<file path="config.mk">
export PLATFORM = sky130hd
export DESIGN_NAME = vga_timing_gen
export DESIGN_NICKNAME = d
export VERILOG_FILES = /design/src/rtl/vga_timing_gen.sv
export SDC_FILE = /design/constraint.sdc
export NUM_CORES = 1
export LEC_CHECK = 0
export CORE_UTILIZATION = 46
export CTS_CLUSTER_DIAMETER = 30
export CTS_CLUSTER_SIZE = 24
export DETAILED_ROUTE_END_ITERATION = 12
export PLACE_DENSITY = 0.79
export SLEW_MARGIN = 0
export SYNTH_ARGS = -nofsm -noshare
export SYNTH_HDL_FRONTEND = slang
export SYNTH_SLANG_ARGS = --single-unit
</file>
<file path="constraint.sdc">
create_clock -name clk25 -period 4.6 [get_ports clk25]
set_input_delay 0.46 -clock clk25 [delete_from_list [all_inputs] [get_ports clk25]]
set_output_delay 0.46 -clock clk25 [all_outputs]
set_load 0.05 [all_outputs]
</file>
<file path="src/rtl/vga_timing_gen.sv">
// VGA raster timing generator: horizontal and vertical counters with registered
// syncs, active flags, pixel coordinates and line/frame strobes.
module vga_timing_gen #(
  parameter int H_SYNC   = 96,
  parameter int H_BP     = 48,
  parameter int H_ACT    = 640,
  parameter int H_FP     = 16,
  parameter int V_SYNC   = 2,
  parameter int V_BP     = 33,
  parameter int V_ACT    = 480,
  parameter int V_FP     = 10,
  parameter int SYNC_POL = 0,
  parameter int CW       = 10
) (
  input  logic          clk25,
  input  logic          reset_n,
  input  logic          pix_en,
  output logic          hsync,
  output logic          vsync,
  output logic          hactive,
  output logic          vactive,
  output logic          de,
  output logic [CW-1:0] x,
  output logic [CW-1:0] y,
  output logic          line_start,
  output logic          frame_start
);

  localparam int H_TOTAL = H_SYNC + H_BP + H_ACT + H_FP;
  localparam int V_TOTAL = V_SYNC + V_BP + V_ACT + V_FP;

  localparam logic [CW-1:0] ONE      = CW'(1);
  localparam logic [CW-1:0] H_LAST   = CW'(H_TOTAL - 1);
  localparam logic [CW-1:0] V_LAST   = CW'(V_TOTAL - 1);
  localparam logic [CW-1:0] H_SYNC_E = CW'(H_SYNC);
  localparam logic [CW-1:0] V_SYNC_E = CW'(V_SYNC);
  localparam logic [CW-1:0] H_ACT_S  = CW'(H_SYNC + H_BP);
  localparam logic [CW-1:0] H_ACT_E  = CW'(H_SYNC + H_BP + H_ACT);
  localparam logic [CW-1:0] V_ACT_S  = CW'(V_SYNC + V_BP);
  localparam logic [CW-1:0] V_ACT_E  = CW'(V_SYNC + V_BP + V_ACT);
  localparam logic          POL      = (SYNC_POL != 0);

  logic [CW-1:0] h_cnt_q, h_cnt_d;
  logic [CW-1:0] v_cnt_q, v_cnt_d;
  logic          hsync_q, hsync_d;
  logic          vsync_q, vsync_d;
  logic          hact_q, hact_d;
  logic          vact_q, vact_d;
  logic          de_q, de_d;
  logic [CW-1:0] x_q, x_d;
  logic [CW-1:0] y_q, y_d;
  logic          line_q, line_d;
  logic          frame_q, frame_d;

  // Outputs are decoded from the next-state counts so they line up with the
  // position the counters hold after the same edge.
  always_comb begin
    h_cnt_d = h_cnt_q;
    v_cnt_d = v_cnt_q;
    if (pix_en) begin
      if (h_cnt_q == H_LAST) begin
        h_cnt_d = '0;
        v_cnt_d = (v_cnt_q == V_LAST) ? '0 : v_cnt_q + ONE;
      end else begin
        h_cnt_d = h_cnt_q + ONE;
      end
    end

    hsync_d = (h_cnt_d < H_SYNC_E) ? POL : ~POL;
    vsync_d = (v_cnt_d < V_SYNC_E) ? POL : ~POL;
    hact_d  = (h_cnt_d >= H_ACT_S) && (h_cnt_d < H_ACT_E);
    vact_d  = (v_cnt_d >= V_ACT_S) && (v_cnt_d < V_ACT_E);
    de_d    = hact_d && vact_d;
    x_d     = hact_d ? (h_cnt_d - H_ACT_S) : '0;
    y_d     = vact_d ? (v_cnt_d - V_ACT_S) : '0;
    // With pix_en high, h_cnt_d can only be 0 after a wrap.
    line_d  = pix_en && (h_cnt_d == '0);
    frame_d = line_d && (v_cnt_d == '0);
  end

  always_ff @(posedge clk25 or negedge reset_n) begin
    if (!reset_n) begin
      h_cnt_q <= '0;
      v_cnt_q <= '0;
      hsync_q <= POL;
      vsync_q <= POL;
      hact_q  <= 1'b0;
      vact_q  <= 1'b0;
      de_q    <= 1'b0;
      x_q     <= '0;
      y_q     <= '0;
      line_q  <= 1'b0;
      frame_q <= 1'b0;
    end else begin
      h_cnt_q <= h_cnt_d;
      v_cnt_q <= v_cnt_d;
      hsync_q <= hsync_d;
      vsync_q <= vsync_d;
      hact_q  <= hact_d;
      vact_q  <= vact_d;
      de_q    <= de_d;
      x_q     <= x_d;
      y_q     <= y_d;
      line_q  <= line_d;
      frame_q <= frame_d;
    end
  end

  assign hsync       = hsync_q;
  assign vsync       = vsync_q;
  assign hactive     = hact_q;
  assign vactive     = vact_q;
  assign de          = de_q;
  assign x           = x_q;
  assign y           = y_q;
  assign line_start  = line_q;
  assign frame_start = frame_q;

endmodule

</file>
==> impl_metrics.json, run 1 <==
{
  "initial_core_util_pct": 49.10,
  "yosysSeqAreaShare_pct": 49.09,
  "rows": 25,
  "synth_async_sr_flop_share_pct": 100.0,
  "status": "finished, final reports clean",
  "nFillCells": 445,
  "wire_per_inst_um": 14.58,
  "yosysWarnings": 0,
  "synth_flop_cell": "dfrtp_1",
  "finalNonFillerCells": 333,
  "synthSimpleGateAreaFrac_pct": 24.18,
  "path_cells": "inv_1 -> ha_1 -> nor4b_1 -> and3_1 -> nor2_1 -> a22oi_1 -> inv_1 -> ha_1 -> and2b_2 -> nand4_2 -> a211oi_1 -> o32a_1 -> buf_4 -> nor2_2",
  "fin_area_mm2": 0.002841,
  "tightest_slew_ns": 1.003,
  "die_area_mm2": 0.005501,
  "clock_skew_ns": 0.005222,
  "die_x_um": 74.17,
  "yosys.area.top_type": "dfrtp_1",
  "htree_levels": 2,
  "top_level_ports": 30,
  "critPathRequiredTime_ns": 4.79,
  "finalPower_mw": 0.9438,
  "cap_violations": 0,
  "yosysMostFrequentCell": "dfrtp_1",
  "setup_viol": 0,
  "antenna_cells": 0,
  "route.detailed.drc": 0,
  "dpl.hpwl_um": 3560,
  "synth_area_leaders": "dfrtp_1, xnor2_1, ha_1",
  "finalHoldViolCount": 0,
  "synth_edf_count": 0,
  "ys_types": 55,
  "synth_compound_area_share_pct": 8.773,
  "period_needed_ns": 3.732,
  "crit_path_start_kind": "register",
  "slew_viol_final": 0,
  "cts_tree": "built",
  "core_mm2": 0.004880,
  "dpl_cell_area_mm2": 0.002758,
  "critPathSlowestCell": "dfrtp_1",
  "r2r_cells": 14,
  "firstDrtPassIters": 4,
  "die_h_um": 74.17,
  "fin_nets": 276,
  "via_per_inst": 5.435,
  "grt_pass1_wl_um": 8280,
  "numCtsBuffers": 5,
  "drt-initial-drc-count": 113,
  "finalCritPeriodShare_pct": 81.13,
  "slowest_delay_ns": 0.44,
  "detail-route-antenna-nets": 0,
  "grt.total_usage_pct": 20.40,
  "insertion_delay_ns": 0.30,
  "synth-xor-area-share_pct": 6.945,
  "cts.clk_slew.worst_paths_ns": 0.09,
  "synth_area_mm2": 0.002396,
  "end_kind": "register",
  "synth_top_family_by_area": "simple AND/OR/NAND/NOR gates",
  "antenna_found_initial": 0,
  "cts_resized": 0,
  "root_buffer": "clkbuf_8",
  "holdBufCountCts": 0,
  "post_cts_buffers": 0,
  "grt_pass1_vias": 1730,
  "hold_path_class": "in -> async",
  "vias": 1810,
  "setup_ws_ns": 0.8680,
  "drt_wl_total_um": 4854,
  "reg2reg_setup_slack_ns": 0.87,
  "rsz0062_at_grt": "false",
  "vdd_drop_max_mv": 0.2131,
  "area_growth_pct": 18.59,
  "dp.cells": 325,
  "synth_seq_cells": 47,
  "clock_path_buffers": 2,
  "gp_congestion": 0.9443,
  "tns_ns": 0,
  "drive_gt1_share_pct": 14.66,
  "path_class": "reg -> reg",
  "synthMuxAreaShare_pct": 2.141,
  "multi_input_area_mm2": 0.001107,
  "power_density_mw_per_mm2": 332.1,
  "synthCells": 231,
  "synth_top_area_share_pct": 49.09,
  "synth_top_cells_by_count": "dfrtp_1, inv_1, nand2_1",
  "synthAdderAreaFrac_pct": 4.178,
  "grt_overflow_total": 0,
  "grt_max_degree": 48,
  "fmax_mhz": 268.0,
  "postSynthAreaPerCell_um2": 10.37,
  "crit_fanout": 9,
  "leakage_nw": 1.318,
  "cts.sinks": 47,
  "place_ws_ns": 0.7854,
  "layout.area.seq_mm2": 0.001176,
  "arrival_ns": 3.92,
  "slew_headroom_pct": 33.14,
  "syn_nets": 242,
  "portBuffers": 29
}
-- critical path: cells and delay by family (launching register included) --
| kind | cells | cell delay (ns) |
|---|---|---|
| buf+inv | 3 | 0.46 |
| flops | 1 | 0.44 |
| fa+ha+maj | 2 | 0.39 |
| simple gates | 6 | 1.45 |
| compound gates | 3 | 0.87 |
-- cells by family after synthesis --
group,after synthesis
AOI/OAI and AO/OA,30
xor gates and xnor gates,19
adders and majority gates,8
buffers and inverters,25
DFF,47
muxes,5
and+or+nand+nor,97
-- metal layers --
layer | global-route usage [%] | share of wire, % | vias up
met5 | 0 | 0 | -
met4 | 8.547 | 1.8 | 0
met3 | 4.607 | 4.9 | 7
met2 | 30.81 | 47 | 48
met1 | 28.45 | 46 | 880
li1 | - | - | 875
-- registers in the layout (all words and copies together), names as in the netlist --
| signal | cells |
|---|---|
| y | 10 |
| frame_start | 1 |
| vactive | 1 |
| line_start | 1 |
| x | 10 |
| hsync | 1 |
| vsync | 1 |
| de | 1 |
| v_cnt_q | 10 |
| h_cnt_q | 10 |
| hactive | 1 |
-- path summary, 6_finish.rpt --
kind | from | end
setup / recovery | v_cnt_q[0] | y[2]
hold / removal | reset_n | x[4]
setup reg to reg | v_cnt_q[0] | y[2]
hold reg to reg | v_cnt_q[8] | v_cnt_q[8]
max in group asynchronous | reset_n | v_cnt_q[4]
min in group clk25 | v_cnt_q[8] | v_cnt_q[8]
-- stage by stage --
step	utilization, %	hold slack, ns
2_1_floorplan	-	0.1644
5_1_grt	58.23	0.4010
6_report	58.23	0.3176
4_1_cts	58.23	0.3584
3_3_place_gp	56.51	0.6034
3_5_place_dp	56.51	0.6042
-- cell usage in the layout, fill, tap and decap left out, drive strengths merged, types with 4 or more instances in the layout --
cell type	instances
and3	4
o21ai	6
a21oi	7
or2	4
nor3	5
nand3	13
nor4	4
dfrtp	47
clkdlybuf4s50	28
nor2	21
ha	8
xnor2	13
clkbuf	5
nand2	15
o31ai	4
mux2i	4
nand4	10
buf	6
xor2	6
inv	18
-- cell type report --
| cell class | count | area share [%] |
|---|---|---|
| Timing Repair Buffer | 34 | 11.36 |
| Inverter | 18 | 2.378 |
| Tap cell | 67 | 2.950 |
| Clock inverter | 3 | 0.5284 |
| Multi-Input combinational cell | 159 | 38.97 |
| Sequential cell | 47 | 41.39 |
| Clock buffer | 5 | 2.422 |
-- power breakdown --
group          internal (mW)  switching (mW)  total (mW)
Clock                  0.104           0.136       0.240
Combinational         0.0885           0.129       0.217
Sequential             0.444          0.0431       0.487
Total                  0.636           0.308       0.944
Power figures use the tool's default switching activity.
==> run 2: changes to the inputs <==
==> constraint.sdc (replaced) <==
create_clock -name clk25 -period 3.6 [get_ports clk25]
set_input_delay 0.36 -clock clk25 [delete_from_list [all_inputs] [get_ports clk25]]
set_output_delay 0.36 -clock clk25 [all_outputs]
set_load 0.05 [all_outputs]
==> impl_metrics.json, run 2 (same netlist as run 1, synthesis figures left out) <==
{
  "route.detailed.drc": 0,
  "wire_per_inst_um": 14.48,
  "nFillCells": 432,
  "crit_path_start_kind": "register",
  "holdBufCountCts": 0,
  "status": "finished, final reports clean",
  "clock_path_buffers": 2,
  "final_util_pct": 59.49,
  "tns_ns": 0,
  "grt_max_degree": 48,
  "layout_common_cells": "dfrtp_1, clkdlybuf4s50_1, inv_1, nand2_1, nor2_1",
  "firstDrtPassIters": 5,
  "swShare_pct": 31.90,
  "slew_viol_final": 0,
  "antenna_cells": 0,
  "reg2reg_setup_slack_ns": 0.23,
  "rsz0062_at_grt": "false",
  "grt_pass1_vias": 1693,
  "antenna_found_initial": 0,
  "finalCritPeriodShare_pct": 93.51,
  "fmax_mhz": 297.0,
  "core_mm2": 0.004880,
  "portBuffers": 29,
  "clock_skew_ns": 0.005572,
  "insertion_delay_ns": 0.30,
  "path_class": "reg -> reg",
  "power.internal_mw": 0.8177,
  "end_kind": "register",
  "htree_levels": 2,
  "finalHoldViolCount": 0,
  "arrival_ns": 3.56,
  "fin_nets": 282,
  "pwr-share-clk_pct": 25.3,
  "p_seq_share_pct": 51.4,
  "drt-initial-drc-count": 131,
  "detail-route-antenna-nets": 0,
  "area_growth_pct": 21.15,
  "tightest_slew_ns": 1.022,
  "vias": 1825,
  "dpl.hpwl_um": 3499,
  "hold_path_class": "in -> async",
  "power_density_mw_per_mm2": 413.7,
  "die_h_um": 74.17,
  "cts_tree": "built",
  "p_comb_share_pct": 23.3,
  "cts.sinks": 47,
  "grt_overflow_total": 0,
  "grt_pass1_wl_um": 8169,
  "rows": 25,
  "period_needed_ns": 3.366,
  "initial_core_util_pct": 49.10,
  "die_area_mm2": 0.005501,
  "gp_congestion": 0.9150,
  "drt_wl_total_um": 4910,
  "power.switching_mw": 0.3831,
  "numCtsBuffers": 5,
  "crit_fanout": 6,
  "root_buffer": "clkbuf_8",
  "final_common_cell": "dfrtp_1",
  "die_x_um": 74.17,
  "cap_violations": 0,
  "cts.clk_slew.worst_paths_ns": 0.08,
  "leakage_nw": 1.349,
  "setup_viol": 0,
  "drive_gt1_share_pct": 16.18,
  "critPathRequiredTime_ns": 3.79,
  "grt.total_usage_pct": 19.90,
  "via_per_inst": 5.383,
  "top_level_ports": 30,
  "slew_headroom_pct": 31.87,
  "vdd_drop_max_mv": 0.3243
}
[run 2: changes by cell type in the layout (fill, tap and decap cells not counted), sizes merged]
cell and change:
clkinv -2, buf +6, clkbuf +2
[run 2: per-stage QoR]
stage,instances,worst slack [ns],hold WS [ns],instance area [um2],power (mW)
floorplan,231,0.3997,0.06441,2396,0.8251
global placement,330,0.2482,0.5777,2808,0.8910
detailed placement,330,0.1616,0.5969,2808,0.9069
CTS,338,0.1455,0.2688,2889,1.209
global route,339,0.01153,0.3213,2903,1.270
finish,339,0.2335,0.2344,2903,1.201
[run 2: power by group through the flow]
stage / combinational, mW / sequential (mW) / clock (mW)
floorplan: 0.200 / 0.625 / 0
global placement: 0.267 / 0.623 / 0
detailed placement: 0.279 / 0.628 / 0
CTS: 0.280 / 0.618 / 0.311
global route: 0.313 / 0.624 / 0.334
finish: 0.280 / 0.617 / 0.304
[run 2: final cells by class]
cell class | count | area [um2] | area share (%)
sequential | 47 | 1176 | 40.52
tap | 67 | 83.83 | 2.888
clock inverter | 1 | 5.005 | 0.1724
clock buffer | 7 | 76.32 | 2.629
multi-input combinational | 159 | 1114 | 38.36
timing repair buffer | 40 | 380.4 | 13.10
inverter | 18 | 67.56 | 2.328
[run 2: path summary, 6_finish.rpt]
kind / cells after the start / from / endpoint
min reg2reg: 1 / h_cnt_q[2] / h_cnt_q[2]
min: 1 / reset_n / x[7]
max: 11 / h_cnt_q[5] / y[0]
max in group asynchronous: 1 / reset_n / v_cnt_q[2]
min in group clk25: 1 / h_cnt_q[2] / h_cnt_q[2]
max reg2reg: 11 / h_cnt_q[5] / y[0]
[run 2: critical path, stage by stage (launching register included)]
cell	delay (ns)
dfrtp_1	0.42
or4b_4	0.59
or3_4	0.42
a22oi_1	0.28
inv_1	0.09
ha_1	0.24
and2b_2	0.24
nand4_2	0.20
a211oi_1	0.32
o32a_1	0.25
buf_4	0.16
nor2_2	0.04
[run 2: layer usage]
| metal | GRT usage (%) | part of all wire, % | vias to the layer above |
|---|---|---|---|
| li1 | - | - | 887 |
| met1 | 27.04 | 47 | 873 |
| met2 | 31.82 | 48 | 55 |
| met3 | 4.201 | 3.9 | 10 |
| met4 | 6.624 | 1.9 | 0 |
| met5 | 0 | 0 | - |
[run 2: what timing repair did]
item	4_1_cts	5_1_grt
gates resized for setup	0	1
buffers inserted	0	1
setup endpoints to repair	0	9
